**src/rtl/fdiv_pkg.sv**
```systemverilog
// Shared constants, helper function and per-channel state type for the
// multi-channel programmable frequency divider.
package fdiv_pkg;

    localparam int                    FDIV_WIDTH       = 32;
    localparam logic [FDIV_WIDTH-1:0] FDIV_DEFAULT_DIV = 32'd25000000;

    // State is held at the full package width; narrower WIDTH builds zero-extend into it.
    typedef struct packed {
        logic [FDIV_WIDTH-1:0] active;
        logic [FDIV_WIDTH-1:0] shadow;
        logic [FDIV_WIDTH-1:0] count;
        logic                  pending;
        logic                  out_clock;
        logic                  tick;
    } channel_state_t;

    function automatic int fdiv_clog2(input int n);
        return (n <= 2) ? 1 : $clog2(n);
    endfunction

endpackage

```
**src/rtl/fdiv_chan.sv**
```systemverilog
// One divider channel: counts enabled cycles, pulses tick and toggles out_clock
// every D cycles, and swaps in a shadowed divisor only at a period boundary.
module fdiv_chan
    import fdiv_pkg::*;
#(
    parameter int               WIDTH       = FDIV_WIDTH,
    parameter logic [WIDTH-1:0] DEFAULT_DIV = WIDTH'(FDIV_DEFAULT_DIV)
) (
    input  logic             clock,
    input  logic             reset,
    input  logic             enable,
    input  logic             restart,
    input  logic             load,
    input  logic [WIDTH-1:0] load_div,
    output logic             tick,
    output logic             out_clock,
    output logic             pending
);

    localparam logic [FDIV_WIDTH-1:0] ONE = FDIV_WIDTH'(1);
    localparam channel_state_t RESET_STATE = '{
        active:    FDIV_WIDTH'(DEFAULT_DIV),
        shadow:    FDIV_WIDTH'(DEFAULT_DIV),
        count:     '0,
        pending:   1'b0,
        out_clock: 1'b0,
        tick:      1'b0
    };

    channel_state_t        state;
    channel_state_t        state_next;
    logic [FDIV_WIDTH-1:0] load_val;
    logic                  running;
    logic                  boundary;

    // A running channel always has active >= 1, so active-1 cannot underflow.
    always_comb begin
        load_val = FDIV_WIDTH'(load_div);
        running  = enable && (state.active != '0);
        boundary = running && (state.count == state.active - ONE);
    end

    always_comb begin
        state_next      = state;
        state_next.tick = 1'b0;
        if (restart) begin
            state_next.count     = '0;
            state_next.out_clock = 1'b0;
            state_next.pending   = 1'b0;
            if (load) begin
                state_next.active = load_val;
                state_next.shadow = load_val;
            end else if (state.pending) begin
                state_next.active = state.shadow;
            end
        end else if (boundary) begin
            state_next.count     = '0;
            state_next.tick      = 1'b1;
            state_next.out_clock = ~state.out_clock;
            state_next.pending   = 1'b0;
            if (load) begin
                state_next.active = load_val;
                state_next.shadow = load_val;
            end else if (state.pending) begin
                state_next.active = state.shadow;
            end
        end else begin
            if (running) begin
                state_next.count = state.count + ONE;
            end
            if (load) begin
                state_next.shadow  = load_val;
                state_next.pending = 1'b1;
            end else if (!running && state.pending) begin
                // Restarting the phase keeps count in range of a smaller divisor.
                state_next.active  = state.shadow;
                state_next.pending = 1'b0;
                state_next.count   = '0;
            end
        end
    end

    always_ff @(posedge clock) begin
        if (reset) begin
            state <= RESET_STATE;
        end else begin
            state <= state_next;
        end
    end

    assign tick      = state.tick;
    assign out_clock = state.out_clock;
    assign pending   = state.pending;

endmodule

```
**src/rtl/fdiv_multi.sv**
```systemverilog
// Multi-channel runtime-programmable frequency divider: write-port decode and
// acknowledge around CHANNELS independent fdiv_chan instances.
module fdiv_multi
    import fdiv_pkg::*;
#(
    parameter int               CHANNELS    = 4,
    parameter int               WIDTH       = FDIV_WIDTH,
    parameter logic [WIDTH-1:0] DEFAULT_DIV = WIDTH'(FDIV_DEFAULT_DIV),
    localparam int              CHAN_BITS   = fdiv_clog2(CHANNELS)
) (
    input  logic                 clock,
    input  logic                 reset,
    input  logic [CHANNELS-1:0]  enable,
    input  logic                 restart,
    input  logic                 wr_en,
    input  logic [CHAN_BITS-1:0] wr_chan,
    input  logic [WIDTH-1:0]     wr_div,
    output logic                 wr_ack,
    output logic                 wr_err,
    output logic [CHANNELS-1:0]  pending,
    output logic [CHANNELS-1:0]  tick,
    output logic [CHANNELS-1:0]  out_clock
);

    logic                wr_valid;
    logic [CHANNELS-1:0] load;

    // Non-power-of-two channel counts leave select codes that must be rejected.
    always_comb begin
        wr_valid = wr_en && (int'(wr_chan) < CHANNELS);
    end

    for (genvar i = 0; i < CHANNELS; i++) begin : g_chan
        assign load[i] = wr_valid && (wr_chan == CHAN_BITS'(i));

        fdiv_chan #(
            .WIDTH       (WIDTH),
            .DEFAULT_DIV (DEFAULT_DIV)
        ) u_chan (
            .clock     (clock),
            .reset     (reset),
            .enable    (enable[i]),
            .restart   (restart),
            .load      (load[i]),
            .load_div  (wr_div),
            .tick      (tick[i]),
            .out_clock (out_clock[i]),
            .pending   (pending[i])
        );
    end

    always_ff @(posedge clock) begin
        if (reset) begin
            wr_ack <= 1'b0;
            wr_err <= 1'b0;
        end else begin
            wr_ack <= wr_valid;
            wr_err <= wr_en && !wr_valid;
        end
    end

endmodule

```
**config.mk**
```make
export PLATFORM = sky130hd
export DESIGN_NAME = fdiv_multi
export DESIGN_NICKNAME = d
export VERILOG_FILES = /design/src/rtl/fdiv_pkg.sv /design/src/rtl/fdiv_chan.sv /design/src/rtl/fdiv_multi.sv
export SDC_FILE = /design/constraint.sdc
export NUM_CORES = 1
export LEC_CHECK = 0
export ABC_CLOCK_PERIOD_IN_PS = 4400
export BUFFER_PORTS_ARGS = -buffer_cell sky130_fd_sc_hd__buf_2
export CAP_MARGIN = 20
export CORE_MARGIN = 1
export CORE_UTILIZATION = 60
export CTS_CLUSTER_DIAMETER = 200
export DETAILED_ROUTE_END_ITERATION = 8
export GPL_TIMING_DRIVEN = 1
export PLACE_DENSITY = 0.77
export SETUP_SLACK_MARGIN = 0.2
export SLEW_MARGIN = 20
export SYNTH_ARGS = -nofsm -noshare
export SYNTH_HDL_FRONTEND = slang
export SYNTH_HIERARCHICAL = 1
export SYNTH_SLANG_ARGS = --single-unit
```
**constraint.sdc**
```tcl
create_clock -name clock -period 4.4 [get_ports clock]
set_clock_uncertainty 0.15 [all_clocks]
set_input_delay 0.22 -clock clock [delete_from_list [all_inputs] [get_ports clock]]
set_output_delay 0.22 -clock clock [all_outputs]
set_load 0.05 [all_outputs]
```
* After elaboration in Yosys (flattened, before gate mapping)
Cells that the tools add are included.
** Storage, ports and cells
- Bits in registers :: 397
- Output and inout port bits :: 14
- Input bits :: 42
** Cells by class
- Bitwise gates (word level) :: 4
- Equal/unequal tests :: 11
- Reductions and logical operators :: 42
- Add/sub/neg operators :: 8
- Multiplexer cells :: 48
** Operators with widths (count)
- 32-bit two-way mux :: 28
- 98-bit two-way mux :: 4
- 97-bit two-way mux :: 4
- 33-bit two-way mux :: 4
- 32-bit by 1-bit adder with 32-bit output, second input constant :: 4
- 32-bit equality test :: 4
- 32-bit nonzero test :: 4
- 32-bit by 1-bit subtractor with 32-bit output, second input constant :: 4
- 1-bit logical AND :: 16
- 3-bit != test, second input constant :: 4
- 3-bit nonzero test :: 4
- 3-bit OR reduction :: 4
- 2-bit two-way mux :: 4
- 2-bit AND reduction :: 4
- 2-bit nonzero test :: 4
- 2-bit equality test, second input constant :: 2
- 1-bit logical NOT :: 4
- 1-bit two-way mux :: 4
- 1-bit NOT :: 4
- 2-bit by 1-bit equality test with 1-bit output, second input constant :: 1
- 2-bit logical NOT :: 1
- 2-bit OR reduction :: 1

* Logic depth before layout (Yosys ltp)
Gate-level depths: netlist of run 1.
- Depth after elaboration :: 8
- Mapped depth :: 12
- Mapped depth without buffers :: 10

* Hierarchy
The synthesis of run 1 kept the hierarchy.
** By module, submodules not included
- fdiv_chan at g_chan[2].u_chan ... :: area each 6770.2 sq um, cells each 889, instances 2, seq. area each 1981.9 sq um
- fdiv_chan at g_chan[0].u_chan ... :: area each 6229.7 sq um, cells each 737, instances 2, seq. area each 1981.9 sq um
- fdiv_multi :: area each 75.1 sq um, cells each 8, instances 1, seq. area each 20.0 sq um

* Least setup slack after synthesis of run 1
No wires, ideal clock.
- Path kind :: reg-to-reg
- Start :: register g_chan[0].u_chan/state[67] (netlist name)
- End :: register g_chan[0].u_chan/state[75] (netlist name)
- Required time :: 4129 ps
- Setup time :: 121 ps
- Cell stages (with the launch flop) :: 13
- Period minus slack after synthesis :: 3937 ps
- Arrival :: 3666 ps
- Buffers on the path :: 2
- Path slack :: 463 ps
- Path through :: dfxtp_1 > inv_1 > ha_1 > nor3b_2 > nand4_1 > or3_1 > a221o_1 > or4b_1 > or4_1 > buf_2 > o31ai_4 > buf_6 > mux2_2
** Between the ends
- Longest elaborated chain between the ends :: 6
** Ends and longest elaborated chain
- start, declared :: line fdiv_chan.sv:30 : channel_state_t state;
- start signal, assigned :: line fdiv_chan.sv:87 : state <= state_next;
- branches (longest 6 deep; another with 32-bit by 1-bit subtractor with 32-bit output)
Several ways; the timed one is not identified.
A chain may end at the register's enable or synchronous reset.

* Final worst setup path of run 1
- Start :: register g_chan[0].u_chan/state[67] (netlist name)
- End :: register g_chan[0].u_chan/state[90] (netlist name)
The elaborated chain is that of the path after synthesis.

==> results of run 1 <==
## stage by stage
stage / total power, mW / util, % / setup slack, ns / cells
CTS: 8.75 / 66.2 / 0.201 / 3822
global route: 9.03 / 66.3 / 0.174 / 3826
global placement: 4.94 / 61.9 / 0.245 / 3707
finish: 8.73 / 66.3 / 0.288 / 3827
floorplan: 4.66 / - / 0.463 / 3260
detailed placement: 4.98 / 61.9 / 0.160 / 3707
## registers in the layout, indices dropped and copies added, names as in the netlist
name                     cells
g_chan.u_chan/pending        4
wr_ack                       1
g_chan.u_chan/state        384
g_chan.u_chan/out_clock      4
g_chan.u_chan/tick           4
## metal layers
layer  vias to the layer above  GRT usage (%)
met5                         -              0
met4                         0           12.3
met3                       150           4.44
met1                     11700           44.0
met2                       971           56.5
li1                      11600              -
## cell families (layout without fill, tap and decap cells)
logic type / after synthesis / in the layout / synth area share [%]
AOI/OAI and AO/OA: 528 / 528 / 12.9
and+or+nand+nor: 1417 / 1417 / 28.9
other: 1 / 3 / 0.0144
xor gates and xnor gates: 280 / 280 / 9.41
muxes: 330 / 330 / 13.0
DFF: 397 / 397 / 30.5
adders and majority gates: 12 / 12 / 0.576
buffers and inverters: 295 / 275 / 4.72
## where the power goes
part / switching [mW] / internal, mW
clock: 1.55 / 2.20
sequential: 0.181 / 3.71
combinational: 0.645 / 0.434
## area by class of cell
type	count	area, um^2
multi-input combinational	2568	17000
clock inverter	14	125
antenna	2	5.00
fill	3625	14500
inverter	32	120
timing repair buffer	164	1260
sequential	397	7950
tap	585	732
clock buffer	65	1330
## critical path, stage by stage (launching register included)
cell and delay [ns]:
dfxtp_1 0.38, inv_1 0.15, ha_4 0.18, nor3b_4 0.28
buf_4 0.16, nand3_1 0.08, or3_1 0.33, a221o_1 0.35
or4b_1 0.53, or4_4 0.48, o31ai_4 0.21, buf_4 0.19
buf_16 0.17, mux2_1 0.33
## cell usage after synthesis (38+ instances only)
library cell / instances
dfxtp_1: 397
mux2_2: 52
nor2b_1: 39
nand4_1: 60
nand2b_1: 62
nor4_1: 38
xor2_1: 96
or3_1: 56
a21oi_1: 198
nand3_1: 92
mux2i_1: 266
o211ai_1: 42
nand2_1: 222
nor2_1: 416
clkbuf_1: 186
and3_1: 40
nand3b_1: 40
and4_1: 96
xnor2_1: 184
o21ai_0: 88
nor3_1: 158
## what timing repair did
action | 4_1_cts | 5_1_grt
resized for setup | 4 | 6
hold buffers | 34 | 0
gates cloned | 1 | 0
pin swaps | 1 | 2
setup endpoints to repair | 20 | 60
buffers inserted | 1 | 3
hold endpoints to repair | 138 | 0
## path summary, 6_finish.rpt
| path | startpoint | cells after the start | end |
|---|---|---|---|
| hold / removal | enable[3] | 4 | g_chan[3].u_chan/state[3] |
| hold reg to reg | g_chan[3].u_chan/out_clock | 2 | g_chan[3].u_chan/out_clock |
| setup / recovery | g_chan[0].u_chan/state[67] | 13 | g_chan[0].u_chan/state[90] |
| setup reg to reg | g_chan[0].u_chan/state[67] | 13 | g_chan[0].u_chan/state[90] |
==> summary.md, run 1 <==
| Metric | Value |
|---|---|
| Die area | `44300 um^2` |
| Layout cell share with drive strength beyond 1 | `10.0%` |
| Final Hold Vio Count | `0` |
| Worst VDD drop | `0.000306 V` |
| Period utilization | `93.4%` |
| Largest net degree at the start of global routing | `126` |
| Max-Cap Viols | `0` |
| Leak | `9.97 nW` |
| WP data arrival | `4.43 ns` |
| Top post-synthesis cells by area | `dfxtp_1 30%, mux2i_1 10%, xnor2_1 6.2%` |
| Worst-path clk slew | `0.06 ns` |
| CP startpoint kind | `flip-flop` |
| YS warnings | `6` |
| Synth Flop Type | `dfxtp_1` |
| Starting Density | `60.7%` |
| Max Fanout on Critical Path | `16` |
| Most common cell after layout, fill and taps aside | `nor2_1` |
| PwrDens | `306 nW/um^2` |
| Final setup viols | `0` |
| Worst hold path class | `in -> reg` |
| Total number of vias | `24400` |
| Gpl congestion | `0.946` |
| First-pass DRT Iterations | `5` |
| DR iter-0 viols | `2057` |
| Core ar. | `43000 um^2` |
| Minimum clock period | `4.11 ns` |
| Most frequent cells in the layout | `414 x nor2_1, 393 x dfxtp_1, 266 x mux2i_1, 222 x nand2_1, 198 x a21oi_1` |
| Total GRT Usage | `33.6%` |
| Die height | `210 um` |
| Number of synthesized flops with an enable pin | `0` |
| Site Rows | `76` |
| Area grow syn2layout | `9.35%` |
| Ports | `56` |
| Met2 Wirelength | `36.1 mm` |
| Post-Syn Nets | `3314` |
| Syn Std Cell Area | `26100 um^2` |
| Peak Freq | `0.243 GHz` |
| Post-DP Area | `26600 um^2` |
| Number of global-route vias before repair | `22800` |
| Final std cell area, no fill | `28500 um^2` |
| Pins Over Slew Limit | `0` |
| Port Buffers | `54` |
| Share of the synthesized area in the top cell type | `30.5%` |
| Sequential area share after synthesis | `30.5%` |
| Worst Max-Slew Pin Slew | `0.875 ns` |
| RSZ-0062 raised after global routing | `yes` |
| Avg Vias per Cell | `6.37` |
| NumNets Final | `3261` |
| Post-synth ARST share | `0%` |
| R2R Setup Slk | `0.29 ns` |
| Initial antenna violation count | `2` |
| CTS Root Buffer Type | `clkbuf_16` |
| Synth area leader | `dfxtp_1` |
| CP endpoint kind | `flip-flop` |
| Mapped Cells | `3260` |
| CTS H-tree lvls | `2` |
| Max Root-Sink Buffers | `3` |
| TritonCTS clock tree | `built` |
| Routed wl met3 | `5.59 mm` |
| DRT Wirelength | `76.4 mm` |
| Die X | `210 um` |
| Sink Count | `397` |
| CP Data Required Time | `4.72 ns` |
| Num CTS Buffers | `44` |
| CP Class | `reg -> reg` |
| First-pass GRT wire length | `121 mm` |
| Later-pin clock latency in the skew report | `0.58 ns` |
| Residual DRC count | `0` |
| Top Metal Used | `met4` |
| Number of synthesized register bits | `397` |
| Relative slew slack | `41.7%` |
| Avg Cell Area, Syn | `8.00 um^2` |
| Hold WS | `0.102 ns` |
| Routed Antenna Nets | `0` |
| DR WL/cell | `20.0 um` |
| DP HPWL | `50.6 mm` |
| WL met1 | `32.2 mm` |
| Total grt overflow | `0` |
| Post-synthesis cell type count | `74` |
| Status | `finished clean` |
| Total negative slack | `0 ns` |
Note: power is estimated with default switching activity, not from simulation.
==> run 2, diff against run 1 <==
--- a/config.mk
+++ b/config.mk
@@ -18,5 +18,4 @@
 export SLEW_MARGIN = 20
 export SYNTH_ARGS = -nofsm -noshare
 export SYNTH_HDL_FRONTEND = slang
-export SYNTH_HIERARCHICAL = 1
 export SYNTH_SLANG_ARGS = --single-unit
==> run 2 against run 1 <==
  * Critical path depth down 3
  * Design area down 8.7%
  * Sequential cell count unchanged
  * Clock-buffer cell count unchanged
  * Global-route usage down 1.1 points
  * Cell count down 9.9%
  * Register-to-register slack better by 0.02 ns
  * Die area down 8.9%
  * Synthesized cell count down 10%
  * Sequential power down 2%
  * Maximum frequency up 0.60%
  * Critical endpoint is now g_chan[2].u_chan.state[89]
  * Largest cell class unchanged
  * Largest power group unchanged
==> summary.md, run 2 <==
| Metric | Value |
|---|---|
| Minimum clock period | `4.09 ns (-0.0244 ns)` |
| Period utilization | `92.9% (-0.55 points)` |
| Internal power | `6.22 mW (-2.0%)` |
| Final Hold Vio Count | `0 (unchanged)` |
| Worst Setup Slack, final | `0.313 ns (+0.0244 ns)` |
| Sw Share | `25.7% (-1.6 points)` |
| Post-synth ARST share | `0% (unchanged)` |
| Commonest cells in the netlist | `397 x dfxtp_1, 390 x nand2_1, 313 x nor2_1` |
| PwrDens | `321 nW/um^2 (+5.0%)` |
| Top reg by flops | `g_chan.u_chan.state` |
| Relative slew slack | `31.9% (-9.8 points)` |
| Total grt overflow | `0 (unchanged)` |
| Avg Vias per Cell | `6.24 (-2.0%)` |
| Layout cell share with drive strength beyond 1 | `10.2% (+0.20 points)` |
| Top post-synthesis cells by area | `dfxtp_1 33%, mux2i_1 6.7%, nand2_1 6.2%` |
| Worst hold path class | `in -> reg` |
| Die X | `201 um (-4.5%)` |
| Gate power share | `9.6% (-2.8 points)` |
| Post-Syn Nets | `2983 (-10%)` |
| Number of synthesized register bits | `397 (unchanged)` |
| Initial antenna violation count | `1 (-1)` |
| Worst-path clk slew | `0.06 ns (about the same)` |
| CTS Root Buffer Type | `clkbuf_16` |
| Most numerous cell in the Yosys netlist | `dfxtp_1` |
| Syn Std Cell Area | `23700 um^2 (-9.0%)` |
| Area grow syn2layout | `9.70%` |
| Worst VDD drop | `0.000258 V (-16%)` |
| Final setup viols | `0 (unchanged)` |
| Post-synthesis cell type count | `82 (+11%)` |
| First-pass GRT wire length | `107 mm (-12%)` |
| Peak Freq | `0.245 GHz (+0.60%)` |
| Max Fanout on Critical Path | `26 (+10)` |
| First-pass DRT Iterations | `6 (+1)` |
| DR WL/cell | `19.6 um (-1.9%)` |
| Share of the synthesized area in the top cell type | `33.5% (+3.0 points)` |
| YS warnings | `0 (-6)` |
| Leak | `8.93 nW (-10%)` |
| Seq pwr share | `45.6% (+1.0 points)` |
| Post-synthesis mux area share | `11.4% (-1.6 points)` |
| Total negative slack | `0 ns (unchanged)` |
| Die height | `201 um (-4.5%)` |
| Post-DP Area | `24200 um^2 (-9.1%)` |
| Avg Cell Area, Syn | `8.10 um^2 (+1.3%)` |
| Power share of the clock group | `44.8% (+1.8 points)` |
| Net Sw Power | `2.15 mW (-9.8%)` |
| Die area | `40400 um^2 (-8.9%)` |
| CP Class | `reg -> reg` |
| Number of synthesized flops with an enable pin | `0 (unchanged)` |
| DP HPWL | `45.9 mm (-9.4%)` |
| Ports | `56 (unchanged)` |
| WP data arrival | `4.43 ns (about the same)` |
| Pre-CTS setup slack | `0.376 ns (+0.216 ns)` |
| Total GRT Usage | `32.5% (-1.1 points)` |
| Sequential area share after synthesis | `33.5% (+3.0 points)` |
| Synth Flop Type | `dfxtp_1` |
| Max reg flops | `384 (unchanged)` |
| Residual DRC count | `0 (unchanged)` |
| Antenna cells | `0 (-2)` |
| CP endpoint kind | `flip-flop` |
| CP Data Required Time | `4.75 ns (+0.03 ns)` |
| Hold WS | `0.0627 ns (-0.0389 ns)` |
| Placed Cells | `3332 (-10%)` |
| Largest family of logic cells by synthesized area | `simple AND/OR/NAND/NOR gates` |
| Layout Cells excl Fill | `3449 (-9.9%)` |
| Site Rows | `72 (-5.3%)` |
| Worst Max-Slew Pin Slew | `1.02 ns (+0.145 ns)` |
| RSZ-0062 raised after global routing | `no` |
| DRT Wirelength | `67.5 mm (-12%)` |
| Largest net degree at the start of global routing | `219 (+74%)` |
| Synth area leader | `dfxtp_1` |
| Core ar. | `38800 um^2 (-9.7%)` |
| DR iter-0 viols | `1585 (-23%)` |
| CP startpoint kind | `flip-flop` |
| Final std cell area, no fill | `26000 um^2 (-8.7%)` |
| Post-layout util | `67.1% (+0.72 points)` |
| Post-Synth XOR/XNOR Area | `10.4% (+0.96 points)` |
| Num CTS Buffers | `44 (unchanged)` |
| Post-CTS Setup Repair Bufs | `0 (-1)` |
| NumNets Final | `2953 (-9.4%)` |
| Gpl congestion | `0.906 (-4.2%)` |
| Most common cell after layout, fill and taps aside | `dfxtp_1` |
| Port Buffers | `54 (unchanged)` |
| Synth Area in Simple Gates | `27.5% (-1.4 points)` |
| Most frequent cells in the layout | `394 x dfxtp_1, 390 x nand2_1, 309 x nor2_1, 163 x a21oi_1, 158 x mux2i_1` |
| Synth Area in Compound Gates | `12.3% (-0.67 points)` |
| Sink Count | `397 (unchanged)` |
| Later-pin clock latency in the skew report | `0.59 ns (about the same)` |
| Max-Cap Viols | `0 (unchanged)` |
| TritonCTS clock tree | `built` |
| Starting Density | `61.1% (+0.46 points)` |
| Status | `finished clean` |
| Pins Over Slew Limit | `0 (unchanged)` |
| Number of global-route vias before repair | `20000 (-12%)` |
| CTS H-tree lvls | `2 (unchanged)` |
| Max Root-Sink Buffers | `3 (unchanged)` |
| Adder-cell share of the synthesized area | `0.633% (+0.057 points)` |
| Routed Antenna Nets | `0 (unchanged)` |
| Mapped Cells | `2929 (-10%)` |
| Final Power | `8.37 mW (-4.1%)` |
| Total number of vias | `21500 (-12%)` |
## run 2: logic make-up after synthesis
family / Yosys count
simple gates: 1297
other cells: 1
flops: 397
fa+ha+maj: 12
compound gates: 438
mux: 257
xor+xnor: 281
buf+inv: 246
## run 2: area by class of cell
type,instances,area (um^2)
multi-input combinational,2286,14800
fill,3208,12800
sequential,397,7950
clock buffer,65,1300
timing repair buffer,139,1070
tap,518,648
clock inverter,13,154
inverter,31,116
## run 2: worst max-delay path, stage by stage, from the launching register on
cell and delay (ns):
dfxtp_1 0.39, or4_4 0.58, or4_4 0.55, or4b_1 0.55, mux2i_1 0.17, nand3_1 0.13, nor4_4 0.35, o2111ai_4 0.22
nand2_4 0.42, buf_4 0.27, mux2i_1 0.21
## run 2: routing by layer
metal / vias to the layer above / global-route usage [%] / wire length (um)
li1: 10300 / - / -
met1: 10400 / 43.1 / 29100
met2: 705 / 51.3 / 30500
met3: 150 / 4.87 / 4620
met4: 0 / 16.3 / 3320
met5: - / 0 / 0
## run 2: path summary, 6_finish.rpt
check	startpoint	to	slack, ns	cells after the start
worst max-delay path	g_chan[2].u_chan.state[75]	g_chan[2].u_chan.state[89]	0.31	10
worst min-delay path	restart	g_chan[1].u_chan.pending	0.06	5
worst max register to register	g_chan[2].u_chan.state[75]	g_chan[2].u_chan.state[89]	0.31	10
worst min register to register	g_chan[1].u_chan.state[44]	g_chan[1].u_chan.state[44]	0.31	2
## run 2: power groups by stage
stage | Clock [mW] | Combinational, mW | Sequential [mW]
6_report | 3.75 | 0.803 | 3.81
5_1_grt | 3.95 | 0.867 | 3.83
4_1_cts | 3.81 | 0.790 | 3.81
3_5_place_dp | 0 | 0.758 | 3.89
3_3_place_gp | 0 | 0.733 | 3.88
2_1_floorplan | 0 | 0.569 | 3.83
## run 2: timing repair
item | in CTS | in global routing
endpoints found under the setup margin | 0 | 27
gates resized for setup | 0 | 1
endpoints found under the hold margin | 141 | 0
hold buffers | 39 | 0
